### src/rtl/keccak_pkg.sv
// Shared Keccak definitions: lane geometry, the k -> (i,j) lane index mapping
// and the loader FSM state type.
package keccak_pkg;
  localparam int LANE_W    = 64;
  localparam int NUM_LANES = 25;
  localparam int STRING_W  = 1600;

  typedef enum logic {
    FILL = 1'b0,
    FULL = 1'b1
  } state_t;

  // Stream word k carries lane a<i><j> with k = i + 5*j
  function automatic int lane_i(input int k);
    return k % 5;
  endfunction

  function automatic int lane_j(input int k);
    return k / 5;
  endfunction
endpackage

### src/rtl/stringtostate.sv
// Combinational split of a 1600-bit Keccak string into 25 lanes [i][j];
// word 0 (string MSBs) is lane a00.
module stringtostate
  import keccak_pkg::*;
(
  input  logic [STRING_W-1:0]           str,
  output logic [4:0][4:0][LANE_W-1:0]   lane
);

  for (genvar gi = 0; gi < NUM_LANES; gi++) begin : g_lane
    assign lane[lane_i(gi)][lane_j(gi)] = str[STRING_W-1-LANE_W*gi -: LANE_W];
  end

endmodule

### src/rtl/stringtostate_loader.sv
// Serial-to-parallel loader: collects RATE_WORDS 64-bit words into a 1600-bit
// block and holds it on lanes a00..a44 until consumed. Optional macro
// STRINGTOSTATE_ABSORB_XOR_EN makes accepted words XOR into their lane.
module stringtostate_loader
  import keccak_pkg::*;
#(
  parameter int RATE_WORDS = 25
) (
  input  logic              clk,
  input  logic              rst,
  input  logic              clr,
  input  logic [LANE_W-1:0] in_data,
  input  logic              in_valid,
  output logic              in_ready,
  output logic              out_valid,
  input  logic              out_ready,
  output logic [LANE_W-1:0] a00, a10, a20, a30, a40,
  output logic [LANE_W-1:0] a01, a11, a21, a31, a41,
  output logic [LANE_W-1:0] a02, a12, a22, a32, a42,
  output logic [LANE_W-1:0] a03, a13, a23, a33, a43,
  output logic [LANE_W-1:0] a04, a14, a24, a34, a44
);

  localparam logic [4:0] LAST = 5'(RATE_WORDS - 1);

  state_t                    state_reg, state_next;
  logic [4:0]                count_reg, count_next;
  logic [STRING_W-1:0]       block_reg;
  logic [4:0][4:0][LANE_W-1:0] lanes;
  logic                      accept;

  always_ff @(posedge clk or posedge rst) begin
    if (rst) begin
      state_reg <= FILL;
      count_reg <= '0;
    end else begin
      state_reg <= state_next;
      count_reg <= count_next;
    end
  end

  // in_ready depends only on state and clr, never on in_valid/out_ready
  always_comb begin
    state_next = state_reg;
    count_next = count_reg;
    in_ready   = ~rst & ~clr & (state_reg == FILL);
    accept     = in_valid & in_ready;
    if (clr) begin
      state_next = FILL;
      count_next = '0;
    end else begin
      case (state_reg)
        FILL: begin
          if (accept) begin
            if (count_reg == LAST) begin
              state_next = FULL;
              count_next = '0;
            end else begin
              count_next = count_reg + 5'd1;
            end
          end
        end
        FULL: begin
          if (out_ready) state_next = FILL;
        end
        default: state_next = FILL;
      endcase
    end
  end

  assign out_valid = (state_reg == FULL);

  // Capacity words (k >= RATE_WORDS) are only ever zeroed
  always_ff @(posedge clk or posedge rst) begin
    if (rst) begin
      block_reg <= '0;
    end else if (clr) begin
      block_reg <= '0;
    end else if (accept) begin
      for (int k = 0; k < RATE_WORDS; k++) begin
        if (count_reg == 5'(k)) begin
`ifdef STRINGTOSTATE_ABSORB_XOR_EN
          block_reg[STRING_W-1-LANE_W*k -: LANE_W] <=
            block_reg[STRING_W-1-LANE_W*k -: LANE_W] ^ in_data;
`else
          block_reg[STRING_W-1-LANE_W*k -: LANE_W] <= in_data;
`endif
        end
      end
    end
  end

  stringtostate u_split (
    .str  (block_reg),
    .lane (lanes)
  );

  assign a00 = lanes[0][0];
  assign a10 = lanes[1][0];
  assign a20 = lanes[2][0];
  assign a30 = lanes[3][0];
  assign a40 = lanes[4][0];
  assign a01 = lanes[0][1];
  assign a11 = lanes[1][1];
  assign a21 = lanes[2][1];
  assign a31 = lanes[3][1];
  assign a41 = lanes[4][1];
  assign a02 = lanes[0][2];
  assign a12 = lanes[1][2];
  assign a22 = lanes[2][2];
  assign a32 = lanes[3][2];
  assign a42 = lanes[4][2];
  assign a03 = lanes[0][3];
  assign a13 = lanes[1][3];
  assign a23 = lanes[2][3];
  assign a33 = lanes[3][3];
  assign a43 = lanes[4][3];
  assign a04 = lanes[0][4];
  assign a14 = lanes[1][4];
  assign a24 = lanes[2][4];
  assign a34 = lanes[3][4];
  assign a44 = lanes[4][4];

endmodule

### config.mk
export PLATFORM = sky130hd
export DESIGN_NAME = stringtostate_loader
export DESIGN_NICKNAME = d
export VERILOG_FILES = /design/src/rtl/keccak_pkg.sv /design/src/rtl/stringtostate.sv /design/src/rtl/stringtostate_loader.sv
export SDC_FILE = /design/constraint.sdc
export NUM_CORES = 2
export LEC_CHECK = 0
export CAP_MARGIN = 20
export CORE_AREA = 2 2 647 649
export CTS_CLUSTER_DIAMETER = 50
export DETAILED_ROUTE_END_ITERATION = 10
export DIE_AREA = 0 0 649 651
export DONT_BUFFER_PORTS = 1
export PLACE_DENSITY = 0.34
export REMOVE_ABC_BUFFERS = 1
export SKIP_CTS_REPAIR_TIMING = 1
export SLEW_MARGIN = 20
export SYNTH_ARGS = -nofsm -noshare
export SYNTH_HDL_FRONTEND = slang
export SYNTH_HIERARCHICAL = 1
export SYNTH_SLANG_ARGS = --single-unit
### constraint.sdc
create_clock -name clk -period 115.4 [get_ports clk]
set_input_delay 34.62 -clock clk [delete_from_list [all_inputs] [get_ports clk]]
set_output_delay 34.62 -clock clk [all_outputs]
set_load 0.02 [all_outputs]
==> results.py <==
metrics = {
    "outcome": {
        "status": "completed",
    },
    "hold_path": {
        "holdPathEnd": "count_reg[1]$_DFFE_PP0P_",
        "min_path_type": "reg -> reg",
        "min_from": "count_reg[1]$_DFFE_PP0P_",
        "whs_path_depth": 2,
    },
    "power_and_ir_drop": {
        "p_per_area_nw_per_um2": 17.57,
        "ir_drop_v": 0.00001156,
        "swShare_pct": 24.53,
        "p_seq_share_pct": 38.6,
        "intPower_uw": 1110,
        "p_leak_uw": 0.03316,
        "p_switching_uw": 360.9,
        "pwr-share-clk_pct": 58.3,
        "pwr-share-comb_pct": 3.2,
    },
    "floorplan": {
        "row_count": 237,
        "die_h_microns": 651,
        "die_w_microns": 649,
        "ios": 1671,
        "die_area_sq_um": 422500,
        "start_util_pct": 19.61,
        "core_area_sq_um": 415400,
    },
    "global_route": {
        "grt_pass1_wl_mm": 526.6,
        "antenna_found_initial": 18,
        "grt_usage_pct": 17.31,
        "overflow": 0,
        "grt_max_degree": 286,
        "grt_pass1_vias": 58390,
    },
    "yosys": {
        "synth_area_sq_um": 81480,
        "synth_cell_types": 40,
        "synthFlopType": "dfrtp_1",
        "ys_warn_count": 6,
        "synth_enable_flop_cells": 0,
        "ys_ff_latch": 1606,
        "synthArstFlopShare_pct": 100.0,
        "syn_inst": 8914,
        "synth_seq_area_share_pct": 49.32,
        "syn_avg_cell_area_sq_um": 9.141,
    },
    "cts": {
        "cts_root_buf": "clkbuf_16",
        "clockBufferDepth": 4,
        "cts_sinks": 1606,
        "clk_latency_ns": 0.89,
        "cts_buffers": 274,
        "cts-htree-levels": 5,
        "cts_tree": "done",
        "cts.clk_slew.worst_paths_ns": 0.05,
    },
    "layout": {
        "seqCellArea_sq_um": 40190,
        "fin_util_pct": 20.15,
        "area_growth_pct": 2.758,
        "largest_reg_flops": 1600,
        "final_common_cell": "dfrtp_1",
        "fillers": 45250,
        "drive_gt1_share_pct": 9.312,
        "layout_common_cells": "1606 x dfrtp_1, 1414 x a21oi_1, 1410 x nand3_1, 1389 x o21ai_0, 281 x clkbuf_16",
        "multiInputGateArea_sq_um": 25530,
        "fin_nets": 6860,
    },
    "placement": {
        "hpwlAfterDp_mm": 244.7,
        "port_buffers": 0,
        "gp_congestion": 0.8058,
    },
    "route": {
        "dr.pass1.iters": 6,
        "drt-wirelength-per-cell_microns": 30.78,
        "highest_layer": "met4",
        "viasPerCell": 4.809,
        "routed_wl_mm": 384.9,
        "num_vias": 60140,
        "drtIter0Drc": 6395,
        "final_antenna_net_count": 0,
        "drc": 0,
        "dr_wl_met3_mm": 39.28,
        "route.met2.wl_mm": 180.5,
        "drt-met1-wl_mm": 142.7,
    },
    "setup_path": {
        "path_class": "in -> out",
        "arrival_ns": 38.22,
        "crit_path_end_kind": "primary output",
        "crit_required_ns": 80.78,
        "worst-r2r-setup-slack_ns": 110.94,
        "start_kind": "input port",
        "critPathMaxFanout": 173,
        "rr_worst_depth": 9,
        "r2r-start": "count_reg[1]$_DFFE_PP0P_",
        "rr_endpoint": "block_reg[241]$_DFFE_PP0P_",
    },
    "timing": {
        "max_freq_ghz": 0.01373,
        "hold_viol": 0,
        "final-setup-viol-count": 0,
        "finalMaxSlewViolations": 0,
        "worstMarginPinSlew_ns": 1.197,
        "maxSlewHeadroom_pct": 20.22,
        "finClkSkew_ns": 0.04594,
        "min_period_ns": 72.84,
        "fin_crit_sh_pct": 63.12,
        "fin_tns_setup_ns": 0,
        "rsz0062_at_grt": "false",
    },
    "run": {
        "drv_cap": 0,
    },
}
## worst max path at each step
stage          slack (ns)  from                  endpoint
2_1_floorplan       35.46   rst  block_reg[0]$_DFFE_PP0P_
3_3_place_gp        42.89   clr                  in_ready
3_5_place_dp        43.05   clr                  in_ready
4_1_cts             43.08   clr                  in_ready
5_1_grt             42.54   clr                  in_ready
6_report            42.56   clr                  in_ready
## routing by layer
metal / vias to the layer above / track usage (%)
met5: - / 0
met4: 0 / 8.962
met3: 690 / 6.490
met2: 3081 / 27.77
met1: 31460 / 20.09
li1: 24910 / -
## per-stage QoR
step,total power (uW),setup WS [ns],hold slack [ns],instances,cell area (sq um)
floorplan,596.9,35.46,0.5459,6347,65430
global placement,623.2,42.89,0.5904,12000,74060
detailed placement,624.1,43.05,0.5937,12000,74110
CTS,1488,43.08,0.6012,12490,83580
global route,1518,42.54,0.6310,12500,83720
finish,1471,42.56,0.6091,12510,83730
## cells in the mapped netlist, types with 2 or more instances
master | count | area [sq um]
a21oi_1 | 1414 | 7077
nand4bb_1 | 7 | 78.83
or4b_1 | 4 | 40.04
nand2_1 | 5 | 18.77
o21ai_1 | 20 | 100.1
nor4bb_1 | 4 | 40.04
nor4b_1 | 2 | 17.52
nor2b_1 | 2 | 12.51
and4bb_1 | 2 | 25.02
mux2i_1 | 192 | 1922
inv_1 | 4 | 15.01
a31oi_1 | 2 | 12.51
nor4b_2 | 3 | 45.04
o21ai_0 | 1389 | 6952
buf_1 | 29 | 108.9
buf_4 | 1603 | 12030
nand3_1 | 1412 | 7067
buf_6 | 8 | 90.09
or4_1 | 2 | 15.01
dfrtp_1 | 1606 | 40190
buf_2 | 271 | 1356
ha_1 | 5 | 62.56
clkbuf_1 | 655 | 2459
nand4_1 | 2 | 12.51
nand2b_1 | 256 | 1602
## worst max-delay path, stage by stage
cell and delay [ns]:
buf_16 0.29, buf_16 0.35, buf_16 0.41, buf_16 0.43, buf_16 0.37, buf_16 0.51
nor3_1 0.31
## final cells by class
type	count	share of cell area (%)
Timing Repair Buffer	163	1.937
Inverter	5	0.03437
Clock buffer	364	9.296
Clock inverter	128	2.010
Multi-Input combinational cell	4736	30.49
Sequential cell	1606	48.00
Tap cell	5497	8.214
Antenna cell	6	0.01793
## power groups by stage
stage          clock network (uW)  logic, uW  registers, uW
6_report                      857       46.4            568
5_1_grt                       900       50.4            567
4_1_cts                       874       46.8            568
3_5_place_dp                    0       46.8            577
3_3_place_gp                    0       45.9            577
2_1_floorplan                   0       19.1            578
## kinds of logic (layout without fill, tap and decap cells)
group	count (synthesis)	count (layout)	share of synthesized area [%]
adders and majority gates	5	5	0.07678
DFF	1606	1606	49.32
other	0	6	0
buffers and inverters	2572	660	19.72
AOI/OAI and AO/OA	2826	2826	17.36
and+or+nand+nor	1713	1713	11.16
muxes	192	192	2.359
Power figures use the tool's default switching activity.
